**config.mk**
```make
export PLATFORM = sky130hd
export DESIGN_NAME = wb_spim
export DESIGN_NICKNAME = d
export VERILOG_FILES = /design/src/rtl/wb_spim_pkg.sv /design/src/rtl/spim_shift.sv /design/src/rtl/wb_spim.sv
export SDC_FILE = /design/constraint.sdc
export NUM_CORES = 1
export LEC_CHECK = 0
export BUFFER_PORTS_ARGS = -buffer_cell sky130_fd_sc_hd__buf_4
export CAP_MARGIN = 20
export CELL_PAD_IN_SITES_DETAIL_PLACEMENT = 2
export CELL_PAD_IN_SITES_GLOBAL_PLACEMENT = 2
export CORE_UTILIZATION = 24
export DETAILED_ROUTE_END_ITERATION = 7
export HOLD_SLACK_MARGIN = 0.15
export PLACE_DENSITY_LB_ADDON = 0.1
export SYNTH_ARGS = -nofsm -noshare
export SYNTH_HDL_FRONTEND = slang
export SYNTH_SLANG_ARGS = --single-unit
```
**constraint.sdc**
```tcl
create_clock -name wb_clk -period 2.2 [get_ports wb_clk]
set_clock_uncertainty 0.15 [all_clocks]
set_input_delay 0.33 -clock wb_clk [delete_from_list [all_inputs] [get_ports wb_clk]]
set_output_delay 0.33 -clock wb_clk [all_outputs]
set_load 0.005 [all_outputs]
```
**src/rtl/wb_spim_pkg.sv**
```systemverilog
// Shared definitions for the Wishbone SPI master: register offsets, bit indices
// and shift engine state encoding.
package wb_spim_pkg;

    localparam logic [1:0] ADR_DATA   = 2'd0;
    localparam logic [1:0] ADR_STATUS = 2'd1;
    localparam logic [1:0] ADR_CTRL   = 2'd2;

    localparam int unsigned ST_BUSY  = 0;
    localparam int unsigned ST_DONE  = 1;
    localparam int unsigned ST_OVR   = 2;
    localparam int unsigned CTRL_CSN = 8;

    typedef enum logic [1:0] {IDLE, LOW, HIGH} spim_state_e;

endpackage

```
**src/rtl/spim_shift.sv**
```systemverilog
// SPI mode 0 shift engine: half-period divider, one-byte MSB-first transfer.
module spim_shift
    import wb_spim_pkg::*;
#(
    parameter int unsigned DIV_W = 8
) (
    input  logic             clk_i,
    input  logic             rst_i,
    input  logic [DIV_W-1:0] div_i,
    input  logic             start_i,
    input  logic [7:0]       tx_byte_i,
    input  logic             miso_i,
    output logic             busy_o,
    output logic [7:0]       rx_byte_o,
    output logic             done_o,
    output logic             sclk_o,
    output logic             mosi_o
);

    spim_state_e      state_q;
    logic [DIV_W-1:0] cnt_q;
    logic [2:0]       bit_q;
    logic [7:0]       tx_q;
    logic [7:0]       rx_sr_q;

    // Completion is flagged on the edge that clears busy so the register side can
    // set done on that very edge.
    assign done_o = (state_q == HIGH) && (cnt_q == '0) && (bit_q == 3'd7);

    always_ff @(posedge clk_i) begin
        if (rst_i) begin
            state_q   <= IDLE;
            cnt_q     <= '0;
            bit_q     <= '0;
            tx_q      <= '0;
            rx_sr_q   <= '0;
            rx_byte_o <= '0;
            busy_o    <= 1'b0;
            sclk_o    <= 1'b0;
            mosi_o    <= 1'b0;
        end else begin
            unique case (state_q)
                IDLE: begin
                    if (start_i) begin
                        state_q <= LOW;
                        tx_q    <= tx_byte_i;
                        mosi_o  <= tx_byte_i[7];
                        bit_q   <= '0;
                        cnt_q   <= div_i;
                        busy_o  <= 1'b1;
                    end
                end
                LOW: begin
                    if (cnt_q == '0) begin
                        state_q <= HIGH;
                        sclk_o  <= 1'b1;
                        rx_sr_q <= {rx_sr_q[6:0], miso_i};
                        cnt_q   <= div_i;
                    end else begin
                        cnt_q <= cnt_q - DIV_W'(1);
                    end
                end
                HIGH: begin
                    if (cnt_q == '0) begin
                        sclk_o <= 1'b0;
                        if (bit_q == 3'd7) begin
                            state_q   <= IDLE;
                            mosi_o    <= 1'b0;
                            rx_byte_o <= rx_sr_q;
                            busy_o    <= 1'b0;
                        end else begin
                            state_q <= LOW;
                            tx_q    <= {tx_q[6:0], 1'b0};
                            mosi_o  <= tx_q[6];
                            bit_q   <= bit_q + 3'd1;
                            cnt_q   <= div_i;
                        end
                    end else begin
                        cnt_q <= cnt_q - DIV_W'(1);
                    end
                end
                default: state_q <= IDLE;
            endcase
        end
    end

endmodule

```
**src/rtl/wb_spim.sv**
```systemverilog
// Wishbone classic slave exposing a one-byte SPI master through a four-word
// register window (DATA, STATUS, CTRL, reserved).
module wb_spim
    import wb_spim_pkg::*;
#(
    parameter int unsigned DIV_W   = 8,
    parameter int unsigned DIV_RST = 3
) (
    input  logic        wb_clk,
    input  logic        wb_rst,
    input  logic        wb_cyc,
    input  logic        wb_stb,
    input  logic        wb_we,
    input  logic [3:0]  wb_sel,
    input  logic [31:0] wb_adr,
    input  logic [31:0] wb_dat,
    output logic [31:0] wb_rdt,
    output logic        wb_ack,
    output logic        spi_csn,
    output logic        spi_clk,
    output logic        spi_mosi,
    input  logic        spi_miso,
    output logic        done_irq
);

    logic [DIV_W-1:0] div_q;
    logic             csn_q;
    logic             done_q;
    logic             ovr_q;
    logic             busy;
    logic             done_pulse;
    logic [7:0]       rx_byte;

    logic        acc, wr, rd, data_wr, start;
    logic [1:0]  adr;
    logic [31:0] status_w, ctrl_w, rd_mux;

    logic unused_bits;
    assign unused_bits = ^{wb_adr[31:4], wb_adr[1:0], wb_dat[31:9], wb_sel[3:2]};

    always_comb begin
        adr     = wb_adr[3:2];
        acc     = wb_cyc & wb_stb & ~wb_ack;
        wr      = acc & wb_we;
        rd      = acc & ~wb_we;
        data_wr = wr & (adr == ADR_DATA) & wb_sel[0];
        start   = data_wr & ~busy;

        status_w          = '0;
        status_w[ST_BUSY] = busy;
        status_w[ST_DONE] = done_q;
        status_w[ST_OVR]  = ovr_q;

        ctrl_w            = '0;
        ctrl_w[DIV_W-1:0] = div_q;
        ctrl_w[CTRL_CSN]  = csn_q;

        case (adr)
            ADR_DATA:   rd_mux = {24'b0, rx_byte};
            ADR_STATUS: rd_mux = status_w;
            ADR_CTRL:   rd_mux = ctrl_w;
            default:    rd_mux = '0;
        endcase
    end

    always_ff @(posedge wb_clk) begin
        if (wb_rst) begin
            wb_ack <= 1'b0;
            wb_rdt <= '0;
            div_q  <= DIV_W'(DIV_RST);
            csn_q  <= 1'b1;
            done_q <= 1'b0;
            ovr_q  <= 1'b0;
        end else begin
            wb_ack <= acc;
            wb_rdt <= rd ? rd_mux : '0;
            if (wr && adr == ADR_CTRL) begin
                if (wb_sel[0]) div_q <= wb_dat[DIV_W-1:0];
                if (wb_sel[1]) csn_q <= wb_dat[CTRL_CSN];
            end
            if (data_wr && busy) begin
                ovr_q <= 1'b1;
            end else if (wr && adr == ADR_STATUS && wb_sel[0] && wb_dat[ST_OVR]) begin
                ovr_q <= 1'b0;
            end
            // A completion on the same edge as a DATA read wins over the clear.
            if (done_pulse) begin
                done_q <= 1'b1;
            end else if (rd && adr == ADR_DATA) begin
                done_q <= 1'b0;
            end
        end
    end

    assign spi_csn  = csn_q;
    assign done_irq = done_q;

    spim_shift #(
        .DIV_W(DIV_W)
    ) u_shift (
        .clk_i    (wb_clk),
        .rst_i    (wb_rst),
        .div_i    (div_q),
        .start_i  (start),
        .tx_byte_i(wb_dat[7:0]),
        .miso_i   (spi_miso),
        .busy_o   (busy),
        .rx_byte_o(rx_byte),
        .done_o   (done_pulse),
        .sclk_o   (spi_clk),
        .mosi_o   (spi_mosi)
    );

endmodule
```
* Word level (Yosys, flattened, before mapping)
Cells that the tools add are included.
** Word-level totals
- Register bits :: 83
- Output and inout port bits :: 37
- Bits of input ports :: 74
- Word-level logic and storage cells :: 100
** Cells by class
- Mux-type cells :: 34
- Add/subtract/negate cells :: 2
- Bitwise gates (word level) :: 11
- Reductions and logical operators :: 27
- Eq/ne operators :: 11
** Operators by type and width (count)
- $mux 8 :: 4
- $pmux 9 s3 :: 1
- $pmux 8 s3 :: 1
- $mux 7 :: 3
- $reduce_and 3->1 :: 5
- $pmux 7 s2 :: 1
- $mux 1 :: 13
- $mux 3 :: 3
- $logic_and 1x1->1 :: 8
- $logic_not 8->1 :: 1
- $ne 2x2->1 const B :: 4
- $reduce_and 4->1 :: 2
- $reduce_bool 2->1 :: 4
- $sub 8x1->8 const B :: 1
- $and 1x1->1 :: 7
- $mux 2 :: 3
- $pmux 1 s2 :: 3
- $pmux 2 s3 :: 1
- $pmux 3 s2 :: 1
- $reduce_and 2->1 :: 3
- $eq 2x1->1 const B :: 2
- $eq 2x2->1 const B :: 2
- $logic_not 2->1 :: 2
- $not 1->1 :: 4
- 6 further kinds :: 6

* Longest topological paths before layout
Gate-level depths: netlist of the first run.
- Depth in word-level cells :: 8
- Mapped depth :: 9

* By module
From an unflattened synthesis of the first run, not the netlist that was laid out.
** Second synthesis, totals
- Cells, all modules :: 328
- Area total of the unflattened synthesis :: 3021.6 um^2
** By module, submodules not included
- spim_shift :: instances 1, cells each 207, area an instance 1906.8 um^2
- wb_spim :: instances 1, cells each 121, area an instance 1114.8 um^2

* Worst setup path before layout of the first run
Ideal clock, no wire load.
- Path kind :: flip-flop to flip-flop
- Start point :: reg u_shift.cnt_q[0]
- End point :: reg u_shift.cnt_q[2]
- Stages on the path, launching flop included :: 10
- Period minus slack after synthesis :: 2122 ps
- Buffers on the path :: 2
- Data arrival time :: 1902 ps
- Slack :: 78 ps
- Cell sequence :: dfxtp_1 -> inv_1 -> ha_1 -> or4b_1 -> buf_2 -> nor3_4 -> or3_1 -> buf_6 -> o21ai_1 -> a21oi_1
** On the way
- Word-level cells in the longest chain between the ends :: 3
** RTL lines
- start: declaration :: RTL line spim_shift.sv:21 : logic [DIV_W-1:0] cnt_q;
- start signal: assignment :: RTL line spim_shift.sv:49 : cnt_q <= div_i;
- start signal: assignment :: RTL line spim_shift.sv:58 : cnt_q <= div_i;
- start signal: assignment :: RTL line spim_shift.sv:60 : cnt_q <= cnt_q - DIV_W'(1);
- $sub 8x1->8 or $logic_not 8->1 (tied branches)
- $mux 8 (tied with other cells) :: RTL line spim_shift.sv:64 : if (cnt_q == '0) begin
- $pmux 8 s3 or $reduce_and 3->1 (tied branches)
Parallel ways exist; a longest one is shown, timed or not.
A chain may end at the register's enable or synchronous reset.

* Worst setup path in the final report of the first run
- Start point :: reg wb_ack
- End point :: reg u_shift.cnt_q[0]
** On the way
- Word-level cells in the longest chain between the ends :: 8
** RTL lines
- start: declaration :: RTL line wb_spim.sv:18 : output logic wb_ack,
- start signal: assignment :: RTL line wb_spim.sv:68 : wb_ack <= 1'b0;
- start signal: assignment :: RTL line wb_spim.sv:75 : wb_ack <= acc;
- $not 1->1 :: RTL line wb_spim.sv:43 : acc = wb_cyc & wb_stb & ~wb_ack;
- $and 1x1->1 :: RTL line wb_spim.sv:43
- $and 1x1->1 :: RTL line wb_spim.sv:44 : wr = acc & wb_we;
- $and 1x1->1 (2 in a row) :: RTL line wb_spim.sv:46 : data_wr = wr & (adr == ADR_DATA) & wb_sel[0];
- $and 1x1->1 :: RTL line wb_spim.sv:47 : start = data_wr & ~busy;
- $ne 2x2->1 (no source line)
- $reduce_and 3->1 (no source line)
- end signal: assignment :: RTL line spim_shift.sv:60
- end signal: assignment :: RTL line spim_shift.sv:76 : cnt_q <= div_i;
- end signal: assignment :: RTL line spim_shift.sv:79 : cnt_q <= cnt_q - DIV_W'(1);
No other way between the ends.

==> impl_metrics.ini, run 1 <==
[critical_path]
cp-start-kind = register
critical_path.reg2reg.endpoint = u_shift.cnt_q[0]
crit_path_top_delay_cell = sky130_fd_sc_hd__or3_4
reg2reg_slack_ns = 0.12
crit_path_max_incr_delay_ns = 0.43
crit_type = reg2reg
reg2regPathDepth = 5
crit_chain = nand4bb_1 > o41a_1 > or3_4 > or3_1 > a31oi_1
critPathRequiredTime_ns = 2.30
critPathMaxFanout = 3
worstPathBufferInverterCount = 0
worst_ep_arrival_time_ns = 2.18
crit_path_end_kind = register
family_with_the_most_delay_on_the_worst_path = simple AND/OR/NAND/NOR gates
regToRegStartpoint = wb_ack
instance_count_on_the_critical_path = 5

[placement]
dp_hpwl_mm = 6.55
gpl.final_weighted_congestion = 0.704
number_of_buffers_inserted_by_port_buffering = 32
placement.cell_area_um2 = 3350
placedCellCount = 530

[clocking]
cts.reportedPaths.clkPinSlew_ns = 0.06
cts_made_buffers = 9
cts_num_sinks = 60
cell_at_the_root_of_the_clock_tree = sky130_fd_sc_hd__clkbuf_16
clockBufferDepth = 2
ctsHtreeMaxLevel = 3
skew_pair_late_insertion_delay_ns = 0.33
tritoncts = built

[drt]
wl_mm = 9.14
viasPerCell = 4.68
post-route-drc-count = 7
drtAntennaViolNets = 0
routedWlPerCell_um = 16.4
first_iter_violations = 111
drt-pass1-iter-count = 6
vias = 2609

[global_route]
grt-ovfl-total = 0
grt_start_max_net_pins = 53
grt_first_pass_wirelength_mm = 14.5
groute.usage.overall = 0.151
initial_antenna_violation_count = 0
grt_pass1_vias = 2754

[layout]
finish.instance_area_um2 = 3840
num-nets-final = 492
share_of_post_route_cells_with_drive_strength_above_1 = 0.239
finish.cell_count_without_fillers = 558
area_delta_synth_final_pct = 33.7
finalCoreUtilization = 0.332
antenna-diode-count = 0

[outcome]
violations = DRC
outcome = finished with violations

[power]
power.static_leakage_nw = 1.55
report.power.total_mw = 3.54
vdd_drop_max_uv = 359
cellPowerDensity_nw_per_um2 = 921

[synthesis]
post_synthesis_register_bit_count = 60
yosysSeqAreaShare = 0.418
top_area_cell_type_share_of_the_netlist_area = 0.418
netlist_top_cells_area = sky130_fd_sc_hd__dfxtp_1 42%, sky130_fd_sc_hd__mux2i_1 7.7%, sky130_fd_sc_hd__a21oi_1 6.3%
netlist.top_cell.by_area = sky130_fd_sc_hd__dfxtp_1
syn_inst = 344
async_flop_share = 0
synthesis.yosys.warnings = 0
mappedNetlistArea_um2 = 2880
synthesis.area_per_instance_um2 = 8.36
synth_top_flop_cell = sky130_fd_sc_hd__dfxtp_1
synth_commonest_cells = 60 x sky130_fd_sc_hd__dfxtp_1, 47 x sky130_fd_sc_hd__nor2_1, 36 x sky130_fd_sc_hd__a21oi_1, 36 x sky130_fd_sc_hd__nand2_1, 23 x sky130_fd_sc_hd__buf_4
number_of_enable_flip_flop_cells_after_synthesis = 0
unique_cell_type_count_in_the_yosys_netlist = 47
yosysMostFrequentCell = sky130_fd_sc_hd__dfxtp_1

[sta]
timing.fmax_mhz = 481
period_needed_ns = 2.08
final-hold-violation-count = 0
finalHoldWorstSlack_ns = 0.186
maxSlewViolCount = 0
final.period_utilization = 0.945
relSlewSlack = 0.598
final-setup-viol-count = 0
worst-slew-pin-transition_ns = 0.603

[job]
max_cap_viol_count = 0

[die]
fp.dieArea_um2 = 12400
rows = 39
pin_count = 111
die_y_um = 111
die_width_um = 111
core_area_um2 = 11600
floorplan.initialDensity = 0.249

[worst_hold_path]
worst_hold_launch = wb_dat[1]
worst_hold_path.endpoint = div_q[1]
min-delay-path-class = in2reg
worstHoldPathCells = 4
-- how the worst max path moves through the flow --
stage	from	end
after global placement	u_shift.cnt_q[1]	u_shift.busy_o
after detailed placement	u_shift.cnt_q[1]	u_shift.busy_o
after global routing	u_shift.bit_q[0]	u_shift.tx_q[1]
final	wb_ack	u_shift.cnt_q[0]
after floorplan	u_shift.cnt_q[0]	u_shift.cnt_q[2]
after CTS	u_shift.cnt_q[1]	u_shift.cnt_q[0]
-- power by group --
| group | internal (mW) | switching (mW) | total (mW) |
|---|---|---|---|
| combinational | 0.395 | 0.492 | 0.887 |
| sequential | 1.14 | 0.0383 | 1.18 |
| clock | 0.940 | 0.531 | 1.47 |
| total | 2.48 | 1.06 | 3.54 |
-- layout make-up --
type / instances / area [um2]
multi-input cells: 256 / 1520
flip-flops and latches: 60 / 1200
repair buffers: 74 / 593
clock buffers: 11 / 253
clock inverters: 5 / 60.1
inverters: 9 / 33.8
well taps: 143 / 179
fillers: 1330 / 7720
-- cell usage in the layout (no fill, tap or decap), types with 4 or more instances in the layout --
master                          count
sky130_fd_sc_hd__a21oi_1           35
sky130_fd_sc_hd__nand3_1           13
sky130_fd_sc_hd__mux2i_1           22
sky130_fd_sc_hd__ha_1               5
sky130_fd_sc_hd__nand2b_1           4
sky130_fd_sc_hd__dfxtp_1           59
sky130_fd_sc_hd__nor3_1             6
sky130_fd_sc_hd__nor2_1            46
sky130_fd_sc_hd__clkbuf_16          9
sky130_fd_sc_hd__dlygate4sd3_1      9
sky130_fd_sc_hd__a211oi_1           6
sky130_fd_sc_hd__and2_1             4
sky130_fd_sc_hd__inv_1              7
sky130_fd_sc_hd__nor3b_1            4
sky130_fd_sc_hd__conb_1            23
sky130_fd_sc_hd__o21ai_1            6
sky130_fd_sc_hd__buf_4             61
sky130_fd_sc_hd__nand2_1           35
sky130_fd_sc_hd__o21ai_0            4
-- cell families after synthesis --
family          after synthesis  share of synthesized area
simple gates                131                      0.215
compound gates               71                      0.151
flops                        60                      0.418
buf+inv                      50                      0.101
mux                          23                     0.0805
fa+ha+maj                     8                     0.0348
other cells                   1                    0.00130
-- repair_timing --
action                                 CTS  global route
endpoints found under the hold margin    9             0
setup buffers                            0             2
gates resized for setup                  3            17
pin swaps                                1             6
hold buffers                             9             0
gates cloned                             0             1
setup endpoints to repair               25            31
-- worst register-to-register path: cells and delay by family (launching register included) --
| kind | cells | cell delay, ns |
|---|---|---|
| simple gates | 3 | 1.01 |
| compound gates | 2 | 0.53 |
| flops | 1 | 0.31 |
-- through the flow --
step           setup WS [ns]  TNS (ns)
3_3_place_gp         -0.0400    -0.422
2_1_floorplan         0.0780         0
5_1_grt              -0.0191   -0.0242
6_report               0.122         0
4_1_cts               0.0132         0
3_5_place_dp         -0.0909     -1.51
-- sequential cells by signal, summed over array words and instances (netlist names) --
name / count
wb_rdt: 9
div_q: 8
u_shift.cnt_q: 8
u_shift.rx_byte_o: 8
u_shift.rx_sr_q: 8
u_shift.tx_q: 7
u_shift.bit_q: 3
u_shift.state_q: 2
done_irq: 1
ovr_q: 1
spi_csn: 1
u_shift.busy_o: 1
u_shift.mosi_o: 1
u_shift.sclk_o: 1
wb_ack: 1
-- layer usage --
metal / share of wire / global-route usage / up-vias
met2: 0.48 / 0.252 / 52
met3: 0.033 / 0.0272 / 10
met5: 0 / 0 / -
met1: 0.47 / 0.193 / 1273
met4: 0.016 / 0.0640 / 0
li1: - / - / 1274
(Power assumes the default switching activity.)
==> run 2: changes to the inputs <==
--- a/config.mk
+++ b/config.mk
@@ -9,10 +9,11 @@
 export CAP_MARGIN = 20
 export CELL_PAD_IN_SITES_DETAIL_PLACEMENT = 2
 export CELL_PAD_IN_SITES_GLOBAL_PLACEMENT = 2
-export CORE_UTILIZATION = 24
+export CORE_UTILIZATION = 26
 export DETAILED_ROUTE_END_ITERATION = 7
 export HOLD_SLACK_MARGIN = 0.15
 export PLACE_DENSITY_LB_ADDON = 0.1
 export SYNTH_ARGS = -nofsm -noshare
 export SYNTH_HDL_FRONTEND = slang
+export SYNTH_HIERARCHICAL = 1
 export SYNTH_SLANG_ARGS = --single-unit
==> impl_metrics.ini, run 2 <==
[critical_path]
crit_chain = inv_1 > ha_1 > or3b_4 > o21ai_2 > buf_4 > o21ai_0 > a32o_1
critPathRequiredTime_ns = 2.27
cp-start-kind = register
worst_ep_arrival_time_ns = 2.15
crit_path_max_incr_delay_ns = 0.47
family_with_the_most_delay_on_the_worst_path = compound AO/OA/AOI/OAI gates
critPathMaxFanout = 9
worstPathBufferInverterCount = 2
crit_path_top_delay_cell = sky130_fd_sc_hd__or3b_4
crit_path_end_kind = register
crit_type = reg2reg

[global_route]
initial_antenna_violation_count = 0
grt_pass1_vias = 2674
groute.usage.overall = 0.164
grt_first_pass_wirelength_mm = 14.4
grt_start_max_net_pins = 31
grt-ovfl-total = 0

[synthesis]
number_of_enable_flip_flop_cells_after_synthesis = 0
async_flop_share = 0
synthesis.yosys.warnings = 6
netlist.top_cell.by_area = sky130_fd_sc_hd__dfxtp_1
netlist_top_cells_area = sky130_fd_sc_hd__dfxtp_1 40%, sky130_fd_sc_hd__mux2i_1 8.3%, sky130_fd_sc_hd__buf_4 6.2%
mappedNetlistArea_um2 = 3020
unique_cell_type_count_in_the_yosys_netlist = 60
synth_commonest_cells = 60 x sky130_fd_sc_hd__dfxtp_1, 30 x sky130_fd_sc_hd__nor2_1, 25 x sky130_fd_sc_hd__buf_4, 25 x sky130_fd_sc_hd__mux2i_1, 19 x sky130_fd_sc_hd__nand2_1
synth_top_flop_cell = sky130_fd_sc_hd__dfxtp_1
yosysMostFrequentCell = sky130_fd_sc_hd__dfxtp_1
top_area_cell_type_share_of_the_netlist_area = 0.398
yosysSeqAreaShare = 0.398
synthesis.area_per_instance_um2 = 9.21
post_synthesis_register_bit_count = 60
syn_inst = 328

[placement]
placement.cell_area_um2 = 3540
dp_hpwl_mm = 6.73
placedCellCount = 523
number_of_buffers_inserted_by_port_buffering = 32
gpl.final_weighted_congestion = 0.771
place_worst_setup_slack_ns = -0.0463

[power]
power_switching_share = 0.329
share_clk_of_total_power = 0.368
total_switching_power_mw = 1.39
share_comb_of_total_power = 0.351
cellPowerDensity_nw_per_um2 = 1060
share_seq_of_total_power = 0.281
power.static_leakage_nw = 1.57
intPower_mw = 2.83
vdd_drop_max_uv = 513

[sta]
relSlewSlack = 0.639
maxSlewViolCount = 0
setup_repair_after_global_routing_missed_its_margin = true
final-setup-viol-count = 0
final-hold-violation-count = 0
timing.fmax_mhz = 480
period_needed_ns = 2.08
final.period_utilization = 0.946
setup-tns-final_ns = 0
worst-slew-pin-transition_ns = 0.540
worst_slack_ns = 0.119
finalHoldWorstSlack_ns = 0.175

[clocking]
cts.reportedPaths.clkPinSlew_ns = 0.05
clockBufferDepth = 2
skew_pair_late_insertion_delay_ns = 0.33
ctsHtreeMaxLevel = 3
cts_made_buffers = 9
cts_num_sinks = 60
cell_at_the_root_of_the_clock_tree = sky130_fd_sc_hd__clkbuf_16
tritoncts = built

[die]
fp.dieArea_um2 = 12100
rows = 39
die_y_um = 110
floorplan.initialDensity = 0.266
core_area_um2 = 11400
pin_count = 111
die_width_um = 110

[layout]
finish.instance_area_um2 = 3980
share_of_post_route_cells_with_drive_strength_above_1 = 0.255
mostFrequentLayoutCell = sky130_fd_sc_hd__buf_4
num-nets-final = 483
most-common-layout-cells = 70 x sky130_fd_sc_hd__buf_4, 60 x sky130_fd_sc_hd__dfxtp_1, 30 x sky130_fd_sc_hd__nor2_1
antenna-diode-count = 0
area_delta_synth_final_pct = 31.7
finish.cell_count_without_fillers = 547
largest_reg_flops = 9
max_flop_register = wb_rdt

[drt]
first_iter_violations = 82
vias = 2622
drtAntennaViolNets = 0
post-route-drc-count = 0
routedWlPerCell_um = 16.8
drt-pass1-iter-count = 4
wl_mm = 9.18
viasPerCell = 4.79

[outcome]
outcome = finished, final reports clean

[worst_hold_path]
min-delay-path-class = in2reg

[job]
max_cap_viol_count = 0
-- run 2: worst reg2reg max path: stages (launching register included) --
cell                      delay, ns
sky130_fd_sc_hd__dfxtp_1       0.31
sky130_fd_sc_hd__inv_1         0.08
sky130_fd_sc_hd__ha_1          0.21
sky130_fd_sc_hd__or3b_4        0.47
sky130_fd_sc_hd__o21ai_2       0.17
sky130_fd_sc_hd__buf_4         0.20
sky130_fd_sc_hd__o21ai_0       0.10
sky130_fd_sc_hd__a32o_1        0.28
-- run 2: repair_timing --
action	in CTS	in global routing
cloned	0	0
buffers inserted	0	2
resized for setup	1	5
hold buffers	7	0
setup endpoints to repair	2	22
pin swaps	1	3
hold endpoints to repair	10	0
-- run 2: logic make-up (layout without fill, tap and decap cells) --
group                      Yosys count  in the layout  synth area share
and+or+nand+nor                    105            105             0.193
other                                1             23           0.00124
adders and majority gates            9              9            0.0373
DFF                                 60             60             0.398
muxes                               27             27            0.0915
buffers and inverters               53            107             0.103
AOI/OAI and AO/OA                   73             73             0.177
-- run 2: cell type report --
class,instances,area (um2)
multi-input cells,237,1620
repair buffers,77,596
inverters,15,56.3
flip-flops and latches,60,1200
clock inverters,4,72.6
well taps,143,179
clock buffers,11,253
fillers,1277,7390
-- run 2: worst paths after layout --
kind              cells after the start  slack [ns]                 end               start
setup / recovery                      7        0.12    u_shift/cnt_q[2]    u_shift/cnt_q[0]
hold / removal                        3        0.18            div_q[6]           wb_dat[6]
setup reg to reg                      7        0.12    u_shift/cnt_q[2]    u_shift/cnt_q[0]
hold reg to reg                       2        0.31  u_shift/rx_sr_q[7]  u_shift/rx_sr_q[7]
-- run 2: per-stage QoR --
step / power (mW) / utilization
2_1_floorplan: 2.01 / -
6_report: 4.22 / 0.350
3_3_place_gp: 2.60 / 0.311
5_1_grt: 4.46 / 0.350
3_5_place_dp: 2.62 / 0.311
4_1_cts: 4.25 / 0.346
-- run 2: power by group through the flow --
stage               clock [mW]  sequential [mW]  combinational, mW
floorplan                    0             1.22              0.794
global placement             0             1.21               1.40
detailed placement           0             1.21               1.41
CTS                       1.60             1.19               1.46
global route              1.65             1.20               1.62
finish                    1.56             1.19               1.48
-- run 2: per-layer routing --
metal | up-vias | global-route usage | wire, um
met5 | - | 0 | 0
met4 | 0 | 0.0610 | 125
met3 | 10 | 0.0379 | 356
met2 | 63 | 0.258 | 4180
met1 | 1275 | 0.216 | 4510
li1 | 1274 | - | -
